## src/rtl/mul_div_unit.sv

```systemverilog
// Iterative RV32M multiply/divide unit.
// Multiply consumes MUL_BITS of operand2 per cycle. Divide is radix-2 restoring.
// Each op ends with one finish cycle that applies the sign fix-up and selects the result.
// Optional feature macro: MUL_DIV_EARLY_OUT_EN. When it is defined, a zero operand skips
// the iterations and goes straight to the finish cycle.
module mul_div_unit #(
  parameter int WIDTH    = 32,
  parameter int MUL_BITS = 8,
  parameter int TAG_W    = 5
) (
  input  logic               i_clk,
  input  logic               i_reset,
  input  logic               i_kill,
  input  logic               i_in_valid,
  output logic               o_in_ready,
  input  logic [2:0]         i_in_op,
  input  logic [WIDTH-1:0]   i_in_a,
  input  logic [WIDTH-1:0]   i_in_b,
  input  logic [TAG_W-1:0]   i_in_tag,
  output logic               o_out_valid,
  input  logic               i_out_ready,
  output logic [WIDTH-1:0]   o_out_result,
  output logic [TAG_W-1:0]   o_out_tag
);

  localparam int CNT_W = $clog2(WIDTH + 1);
  localparam logic [CNT_W-1:0] MUL_LAST = CNT_W'(WIDTH / MUL_BITS);
  localparam logic [CNT_W-1:0] DIV_LAST = CNT_W'(WIDTH);
`ifdef MUL_DIV_EARLY_OUT_EN
  localparam bit EARLY_OUT = 1'b1;
`else
  localparam bit EARLY_OUT = 1'b0;
`endif

  typedef enum logic [1:0] {S_IDLE, S_MUL, S_DIV, S_DONE} state_t;

  state_t                r_state;
  state_t                w_state_next;
  logic [2:0]            r_op;
  logic [TAG_W-1:0]      r_tag;
  logic [WIDTH-1:0]      r_a;
  logic [WIDTH-1:0]      r_b;
  logic                  r_sign_a;
  logic                  r_sign_b;
  logic                  r_zero;
  logic [2*WIDTH-1:0]    r_acc;
  logic [CNT_W-1:0]      r_cnt;
  logic [WIDTH-1:0]      r_result;

  // Operand conditioning at accept time
  logic                  w_accept;
  logic                  w_a_signed;
  logic                  w_b_signed;
  logic                  w_sign_a;
  logic                  w_sign_b;
  logic [WIDTH-1:0]      w_abs_a;
  logic [WIDTH-1:0]      w_abs_b;
  logic                  w_zero_in;

  assign o_in_ready = (r_state == S_IDLE) & ~i_kill & ~i_reset;
  assign w_accept   = i_in_valid & o_in_ready;
  assign w_a_signed = (i_in_op == 3'b001) | (i_in_op == 3'b010) |
                      (i_in_op == 3'b100) | (i_in_op == 3'b110);
  assign w_b_signed = (i_in_op == 3'b001) | (i_in_op == 3'b100) | (i_in_op == 3'b110);
  assign w_sign_a   = w_a_signed & i_in_a[WIDTH-1];
  assign w_sign_b   = w_b_signed & i_in_b[WIDTH-1];
  assign w_abs_a    = w_sign_a ? -i_in_a : i_in_a;
  assign w_abs_b    = w_sign_b ? -i_in_b : i_in_b;
  assign w_zero_in  = i_in_op[2] ? (i_in_b == '0) : ((i_in_a == '0) | (i_in_b == '0));

  // Multiply step: |a| times the lowest remaining slice of |b|, aligned to its weight
  logic [WIDTH+MUL_BITS-1:0] w_pp;
  logic [2*WIDTH-1:0]        w_pp_sh;
  assign w_pp    = {{MUL_BITS{1'b0}}, r_a} * {{WIDTH{1'b0}}, r_b[MUL_BITS-1:0]};
  assign w_pp_sh = {{(WIDTH-MUL_BITS){1'b0}}, w_pp} << (r_cnt * MUL_BITS);

  // Divide step: acc high half is the partial remainder, low half shifts dividend out / quotient in
  logic [WIDTH:0]        w_rem_sh;
  logic [WIDTH:0]        w_diff;
  logic                  w_ge;
  logic [WIDTH-1:0]      w_rem_new;
  assign w_rem_sh  = {r_acc[2*WIDTH-1:WIDTH], r_acc[WIDTH-1]};
  assign w_diff    = w_rem_sh - {1'b0, r_b};
  assign w_ge      = (w_rem_sh >= {1'b0, r_b});
  assign w_rem_new = w_ge ? w_diff[WIDTH-1:0] : w_rem_sh[WIDTH-1:0];

  // Finish cycle: sign fix-up and result select
  logic                  w_last;
  logic                  w_early;
  logic                  w_neg;
  logic [2*WIDTH-1:0]    w_prod;
  logic [WIDTH-1:0]      w_q_raw;
  logic [WIDTH-1:0]      w_r_raw;
  logic [WIDTH-1:0]      w_quo;
  logic [WIDTH-1:0]      w_rem;
  logic [WIDTH-1:0]      w_sel;
  assign w_last  = (r_cnt == ((r_state == S_DIV) ? DIV_LAST : MUL_LAST));
  assign w_early = EARLY_OUT & r_zero & (r_cnt == '0);
  assign w_neg   = r_sign_a ^ r_sign_b;
  assign w_prod  = w_neg ? -r_acc : r_acc;
  assign w_q_raw = r_acc[WIDTH-1:0];
  assign w_r_raw = r_acc[2*WIDTH-1:WIDTH];
  assign w_quo   = (w_neg && (r_b != '0)) ? -w_q_raw : w_q_raw;
  assign w_rem   = r_sign_a ? -w_r_raw : w_r_raw;

  // Pick the result word for the latched op
  always_comb begin
    w_sel = '0;
    case (r_op)
      3'b000:                 w_sel = w_prod[WIDTH-1:0];
      3'b001, 3'b010, 3'b011: w_sel = w_prod[2*WIDTH-1:WIDTH];
      3'b100, 3'b101:         w_sel = w_quo;
      default:                w_sel = w_rem;
    endcase
  end

  // Next-state logic; kill forces IDLE
  always_comb begin
    w_state_next = r_state;
    case (r_state)
      S_IDLE:        if (w_accept) w_state_next = i_in_op[2] ? S_DIV : S_MUL;
      S_MUL, S_DIV:  if (w_last) w_state_next = S_DONE;
      S_DONE:        if (i_out_ready) w_state_next = S_IDLE;
      default:       w_state_next = S_IDLE;
    endcase
    if (i_kill) w_state_next = S_IDLE;
  end

  // State register
  always_ff @(posedge i_clk) begin
    if (i_reset) r_state <= S_IDLE;
    else         r_state <= w_state_next;
  end

  // Datapath: latch operands, iterate, capture the final result
  always_ff @(posedge i_clk) begin
    if (i_reset) begin
      r_op     <= '0;
      r_tag    <= '0;
      r_a      <= '0;
      r_b      <= '0;
      r_sign_a <= 1'b0;
      r_sign_b <= 1'b0;
      r_zero   <= 1'b0;
      r_acc    <= '0;
      r_cnt    <= '0;
      r_result <= '0;
    end else if (!i_kill) begin
      case (r_state)
        S_IDLE: begin
          if (w_accept) begin
            r_op     <= i_in_op;
            r_tag    <= i_in_tag;
            r_a      <= w_abs_a;
            r_b      <= w_abs_b;
            r_sign_a <= w_sign_a;
            r_sign_b <= w_sign_b;
            r_zero   <= w_zero_in;
            r_cnt    <= '0;
            r_acc    <= i_in_op[2] ? {{WIDTH{1'b0}}, w_abs_a} : '0;
          end
        end
        S_MUL: begin
          if (w_last) begin
            r_result <= w_sel;
          end else if (w_early) begin
            r_acc <= '0;
            r_cnt <= MUL_LAST;
          end else begin
            r_acc <= r_acc + w_pp_sh;
            r_b   <= r_b >> MUL_BITS;
            r_cnt <= r_cnt + CNT_W'(1);
          end
        end
        S_DIV: begin
          if (w_last) begin
            r_result <= w_sel;
          end else if (w_early) begin
            // Divide by zero: remainder |a|, quotient all ones
            r_acc <= {r_a, {WIDTH{1'b1}}};
            r_cnt <= DIV_LAST;
          end else begin
            r_acc <= {w_rem_new, r_acc[WIDTH-2:0], w_ge};
            r_cnt <= r_cnt + CNT_W'(1);
          end
        end
        default: ;
      endcase
    end
  end

  assign o_out_valid  = (r_state == S_DONE);
  assign o_out_result = r_result;
  assign o_out_tag    = r_tag;

endmodule

```

## config.mk

```make
export PLATFORM = sky130hd
export DESIGN_NAME = mul_div_unit
export DESIGN_NICKNAME = d
export VERILOG_FILES = /design/src/rtl/mul_div_unit.sv
export SDC_FILE = /design/constraint.sdc
export NUM_CORES = 2
export LEC_CHECK = 0
export CELL_PAD_IN_SITES_DETAIL_PLACEMENT = 1
export CELL_PAD_IN_SITES_GLOBAL_PLACEMENT = 2
export CORE_UTILIZATION = 40
export CTS_BUF_LIST = sky130_fd_sc_hd__clkbuf_16
export DETAILED_ROUTE_END_ITERATION = 8
export GPL_ROUTABILITY_DRIVEN = 1
export PLACE_DENSITY_LB_ADDON = 0.15
export SLEW_MARGIN = 30
export SYNTH_ARGS = -nofsm -noshare
export SYNTH_HDL_FRONTEND = slang
export SYNTH_SLANG_ARGS = --single-unit
export TNS_END_PERCENT = 10
```

## constraint.sdc

```tcl
create_clock -name i_clk -period 14.49 [get_ports i_clk]
set_clock_uncertainty 0.2 [all_clocks]
set_input_delay 2.1735 -clock i_clk [delete_from_list [all_inputs] [get_ports i_clk]]
set_output_delay 2.1735 -clock i_clk [all_outputs]
set_load 0.03 [all_outputs]
```

Word level (Yosys, flattened, before mapping)
Cells that the tools add are included.

Memories kept: 0. Output and inout port bits: 39. RAM bits: 0. Memory bits (read-only): 0. Logic and storage cells: 94. Bits in latches: 0. Bits in registers: 178.

Add/subtract/negate cells: 8. Shift operators: 1. Eq/ne operators: 19. Bitwise gates (word level): 13. Magnitude comparators: 1. Muxes and demuxes: 24. Divide/modulo/power cells: 0. Reductions and logical operators: 17. $mul: 1.

Operators by type and width (count): $mux 32 (8); $mux 64 (4); $pmux 64 s3 (1); $neg 32->32 (4); $pmux 32 s3 (1); $add 64x64->64 (1); $neg 64->64 (1); $pmux 32 s2 (1); $shl 40x9->64 (1); $mul 32x8->40 (1); $ge 33x32->1 (1); $reduce_bool 32->1 (1); $sub 32x32->32 (1); $mux 6 (3); $eq 3x3->1 const B (4); $pmux 6 s2 (1); $eq 3x2->1 const B (3); $reduce_and 3->1 (3); $mux 2 (4); $ne 2x2->1 const B (4); $reduce_and 4->1 (2); $add 6x1->6 const B (1); $eq 3x1->1 const B (2); $eq 6x6->1 (1); other kinds (16) (30).

Longest topological paths before layout
Depth after elaboration: 9. Depth in mapped cells: 34. Mapped depth without buffers: 31.

Worst setup path after synthesis
OpenSTA, ideal clock, no wires.

Kind: register -> register. Start point: register r_b[7]. End point: register r_acc[62]. Slack: 6.799 ns. Data arrival time: 7.429 ns. Period minus slack after synthesis: 7.691 ns. Required time: 14.228 ns. Cell stages (with the launch flop): 31. Buffers on the path: 1. Path through: dfxtp_1 clkbuf_1 and2_1 fa_1 fa_1 fa_1 inv_1 fa_1 inv_1 ha_1 a21o_1 a21o_1 a2111oi_0 o31a_1 o21a_1 nand2_1 a31oi_1 xor2_1 o21ai_0 a21o_1 ha_1 and3_1 nand2_1 or2_2 nor2_1 o211ai_2 a31oi_4 a31o_4 a41oi_4 or4_1 nand3_1.

Longest elaborated chain between the ends: 5. Elaborated cells on any way between the ends: 9. Classes of those cells: add/sub: 2; mul: 1; order compare: 1; shift: 1; mux: 4.

Ends and longest elaborated chain: start, declared (RTL line 42) `logic [WIDTH-1:0] r_b;`; start signal, assigned (RTL line 155) `r_b <= w_abs_b;`; start signal, assigned (RTL line 171) `r_b <= r_b >> MUL_BITS;`; $mul 32x8->40 (RTL line 74) `assign w_pp = {{MUL_BITS{1'b0}}, r_a} * {{WIDTH{1'b0}}, r_b[MUL_BITS-1:0]};`; $shl 40x9->64 (RTL line 75) `assign w_pp_sh = {{(WIDTH-MUL_BITS){1'b0}}, w_pp} << (r_cnt * MUL_BITS);`; $add 64x64->64 (RTL line 170) `r_acc <= r_acc + w_pp_sh;`; $mux 64 (RTL line 164) `if (w_last) begin`; $pmux 64 s3 * (RTL line 149) `case (r_state)`; end signal, assigned (RTL line 160) `r_acc <= i_in_op[2] ? {{WIDTH{1'b0}}, w_abs_a} : '0;`; end signal, assigned (RTL line 170); end signal, assigned (RTL line 180) `r_acc <= {r_a, {WIDTH{1'b1}}};`; end, declared (RTL line 46) `logic [2*WIDTH-1:0] r_acc;`.

Every way passes the cells marked *; elsewhere a longest branch is shown, timed or not. The select of a mux whose other input is x is not followed. A chain may end at the register's enable or synchronous reset.

Final worst setup path
Start point: register r_b[2]. End point: register r_acc[62].

The elaborated chain is that of the path after synthesis.

==> impl_metrics.csv <==
group,metric,value,unit
run_status,status,"finished clean",
synth,seq_area_frac_synth,13.2,%
drt,first_iter_violations,1917,
pwr,ir_drop,84.1,uV
worst_setup_path,cp_slowest_cell,"dfxtp_1",
global_route,grt_max_degree,87,
layout,layout.nets,4009,
global_route,grt_pass1_vias,28000,
global_route,overflow,0,
hold_path,worstHoldPathType,"reg -> reg",
clock_network,post_cts_buffers,0,
layout,drive_gt1_share,4.84,%
pwr,p_total,1.67,mW
clock_network,numClockSinks,178,
timing,slew_headroom,34.5,%
timing,rsz0062_at_grt,"no",
pwr,power_density,57.2,nW/um2
worst_setup_path,worstSetupPathType,"reg -> reg",
drt,drt_pass1_iterations,7,
hold_path,hold_start,"o_out_tag[4]",
timing,fin_ws,4930,ps
floorplan,initial_utilization,40.7,%
place,dpl_worst_slack,5060,ps
pwr,p_leak,12.7,nW
synth,synth-main-ff-cell,"dfxtp_1",
worst_setup_path,worstPathRequired,14730,ps
synth,yosysMostFrequentCell,"nor2_1",
synth,synth-edff-count,0,
synth,synth-seq-cells,178,
global_route,grt_usage,33.2,%
clock_network,cts_tree,"yes",
floorplan,io_pins,116,
clock_network,cts_max_level,4,
clock_network,root_buffer,"clkbuf_16",
clock_network,cts_buffers,17,
synth,synthCells,3629,
timing,min_period_over_period,66.0,%
synth,synth_area_per_cell,7.43,um2
layout,nFillCells,8187,
floorplan,core-area,66200,um2
worst_setup_path,reg2regPathDepth,29,
flow_run,cap_violations,0,
worst_setup_path,crit_family,"compound AO/OA/AOI/OAI gates",
layout,insertedDiodeCount,0,
timing,hold_violations,0,
drt,drc,0,
clock_network,cts-resized-gates,0,
worst_setup_path,cp-start-kind,"flop",
floorplan,die_w,262,um
global_route,grt_pass1_wl,173,mm
timing,max_freq,105,MHz
floorplan,die_area,68400,um2
synth,synth.top_cell.area_share,13.5,%
clock_network,clk_pin_slew,80,ps
synth,netlist_area,27000,um2
worst_setup_path,cp-endpoint,"r_acc[62]",
drt,vias_per_cell,6.08,
synth,yosys_warnings,0,
drt,drtAntennaViolNets,0,
place,port_buffers,115,
place,dp_hpwl,91.0,mm
drt,wl,114,mm
layout,synthToLayoutAreaGrowth,8.33,%
drt,wire_per_inst,25.5,um
clock_network,clk_latency,520,ps
timing,period_needed,9560,ps
synth,synthTopCellsByArea,"fa_1 14%, dfxtp_1 13%, ha_1 7.7%",
layout,multi_input_comb_area,21300,um2
worst_setup_path,reg2reg_to,"r_acc[62]",
worst_setup_path,worst-path-buf-inv,2,
worst_setup_path,slowest_delay,970,ps
worst_setup_path,cp.depth,29,
layout,utilization,44.1,%
layout,seq_area,3560,um2
synth,synth_top_area_cell,"fa_1",
worst_setup_path,arrival,9800,ps
clock_network,cts_buffer_depth,2,
worst_setup_path,rrSetupSlack,4930,ps
worst_setup_path,cpMostUsedCell,"fa_1",
hold_path,hold_path_depth,2,
worst_setup_path,rr_startpoint,"r_b[2]",
synth,synth_nets,4053,
synth,async_flop_share,0,%
timing,tns,0,ps
synth,synth_cell_types,107,
floorplan,row_count,94,
drt,vias,27100,
timing,worstMarginPinSlew,982,ps
worst_setup_path,end_kind,"flop",
floorplan,dieHeight,262,um
worst_setup_path,path_max_fanout,26,
timing,finalMaxSlewViolations,0,
global_route,antenna_found_initial,3,
worst_setup_path,startpoint,"r_b[2]",
timing,setup_violations,0,
place,routabilityCongestion,0.989,
synth,synth_common_cells,"357 x nor2_1, 321 x nand2_1, 298 x inv_1, 274 x a21oi_1, 221 x and2_1",
clock_network,ctsHoldBuffers,0,
placed cells by master (no fill, tap or decap), types with 18 or more instances in the layout:
| master | n |
|---|---|
| o21ai_1 | 48 |
| o21ai_0 | 167 |
| a21oi_1 | 274 |
| a211oi_1 | 66 |
| clkdlybuf4s50_1 | 114 |
| nor3_1 | 110 |
| nor2_1 | 355 |
| inv_1 | 298 |
| xnor2_1 | 143 |
| a31oi_1 | 32 |
| xor2_1 | 120 |
| a21o_1 | 61 |
| and2_1 | 221 |
| nor2b_1 | 18 |
| ha_1 | 164 |
| o21bai_1 | 27 |
| nor4_1 | 37 |
| o31ai_1 | 32 |
| and3_1 | 22 |
| nand2_1 | 320 |
| or3_1 | 23 |
| fa_1 | 182 |
| dfxtp_1 | 178 |
| a221oi_1 | 19 |
| nand3_1 | 53 |
| buf_4 | 54 |
| o211ai_1 | 23 |
| a22oi_1 | 55 |
| mux2i_1 | 25 |
| nand4_1 | 35 |
| o21a_1 | 26 |
| o221ai_1 | 30 |
registers in the layout, summed over array words and instances (netlist names):
name,flops
r_acc,64
o_out_result,32
r_a,32
r_b,32
r_cnt,6
o_out_tag,5
r_op,3
r_state,2
r_sign_a,1
r_sign_b,1
logic make-up (layout without fill, tap and decap cells):
| family | count (synthesis) | after routing | synth area share [%] |
|---|---|---|---|
| flip-flops | 178 | 178 | 13.2 |
| AND/OR/NAND/NOR | 1277 | 1277 | 23.2 |
| AO/OA/AOI/OAI | 999 | 999 | 24.5 |
| multiplexers | 32 | 32 | 1.22 |
| adder cells (fa/ha/maj) | 347 | 347 | 21.2 |
| XOR/XNOR | 266 | 266 | 8.69 |
| buffers and inverters | 530 | 499 | 8.04 |
worst reg2reg max path, delay by kind of cell, from the launching register on:
kind / cells / cell delay (ps)
xor+xnor: 1 / 630
compound gates: 12 / 2890
buf+inv: 2 / 100
fa+ha+maj: 6 / 2890
flops: 1 / 970
simple gates: 8 / 1820
how the worst min path moves through the flow:
| stage | end | slack, ps |
|---|---|---|
| 2_1_floorplan | r_b[31] | 260 |
| 4_1_cts | o_out_tag[4] | 270 |
| 6_report | o_out_tag[4] | 260 |
| 3_5_place_dp | o_out_result[16] | 250 |
| 5_1_grt | o_out_tag[3] | 300 |
| 3_3_place_gp | o_out_tag[1] | 240 |
per-layer routing:
metal	up-vias	routed length, um	global-route usage [%]
met5	-	17	0
li1	12500	-	-
met3	219	5430	4.43
met2	756	53400	55.2
met4	2	5710	16.3
met1	13600	49000	42.1
layout make-up:
class	instances	area share [%]
multi-input cells	2921	72.9
flip-flops and latches	178	12.2
repair buffers	169	5.33
inverters	298	3.83
well taps	864	3.70
clock buffers	17	1.46
clock inverters	15	0.591
power breakdown:
group / total [mW] / internal (mW) / switching, mW
sequential: 0.559 / 0.508 / 0.0509
combinational: 0.613 / 0.215 / 0.398
clock: 0.500 / 0.245 / 0.255
stage by stage:
stage | hold WS, ps | area [um2] | instances
after floorplan | 258 | 27000 | 3629
after global placement | 241 | 28600 | 4429
after detailed placement | 254 | 28600 | 4430
after CTS | 268 | 29200 | 4462
after global routing | 296 | 29200 | 4462
final | 261 | 29200 | 4462
Power figures use the tool's default switching activity.
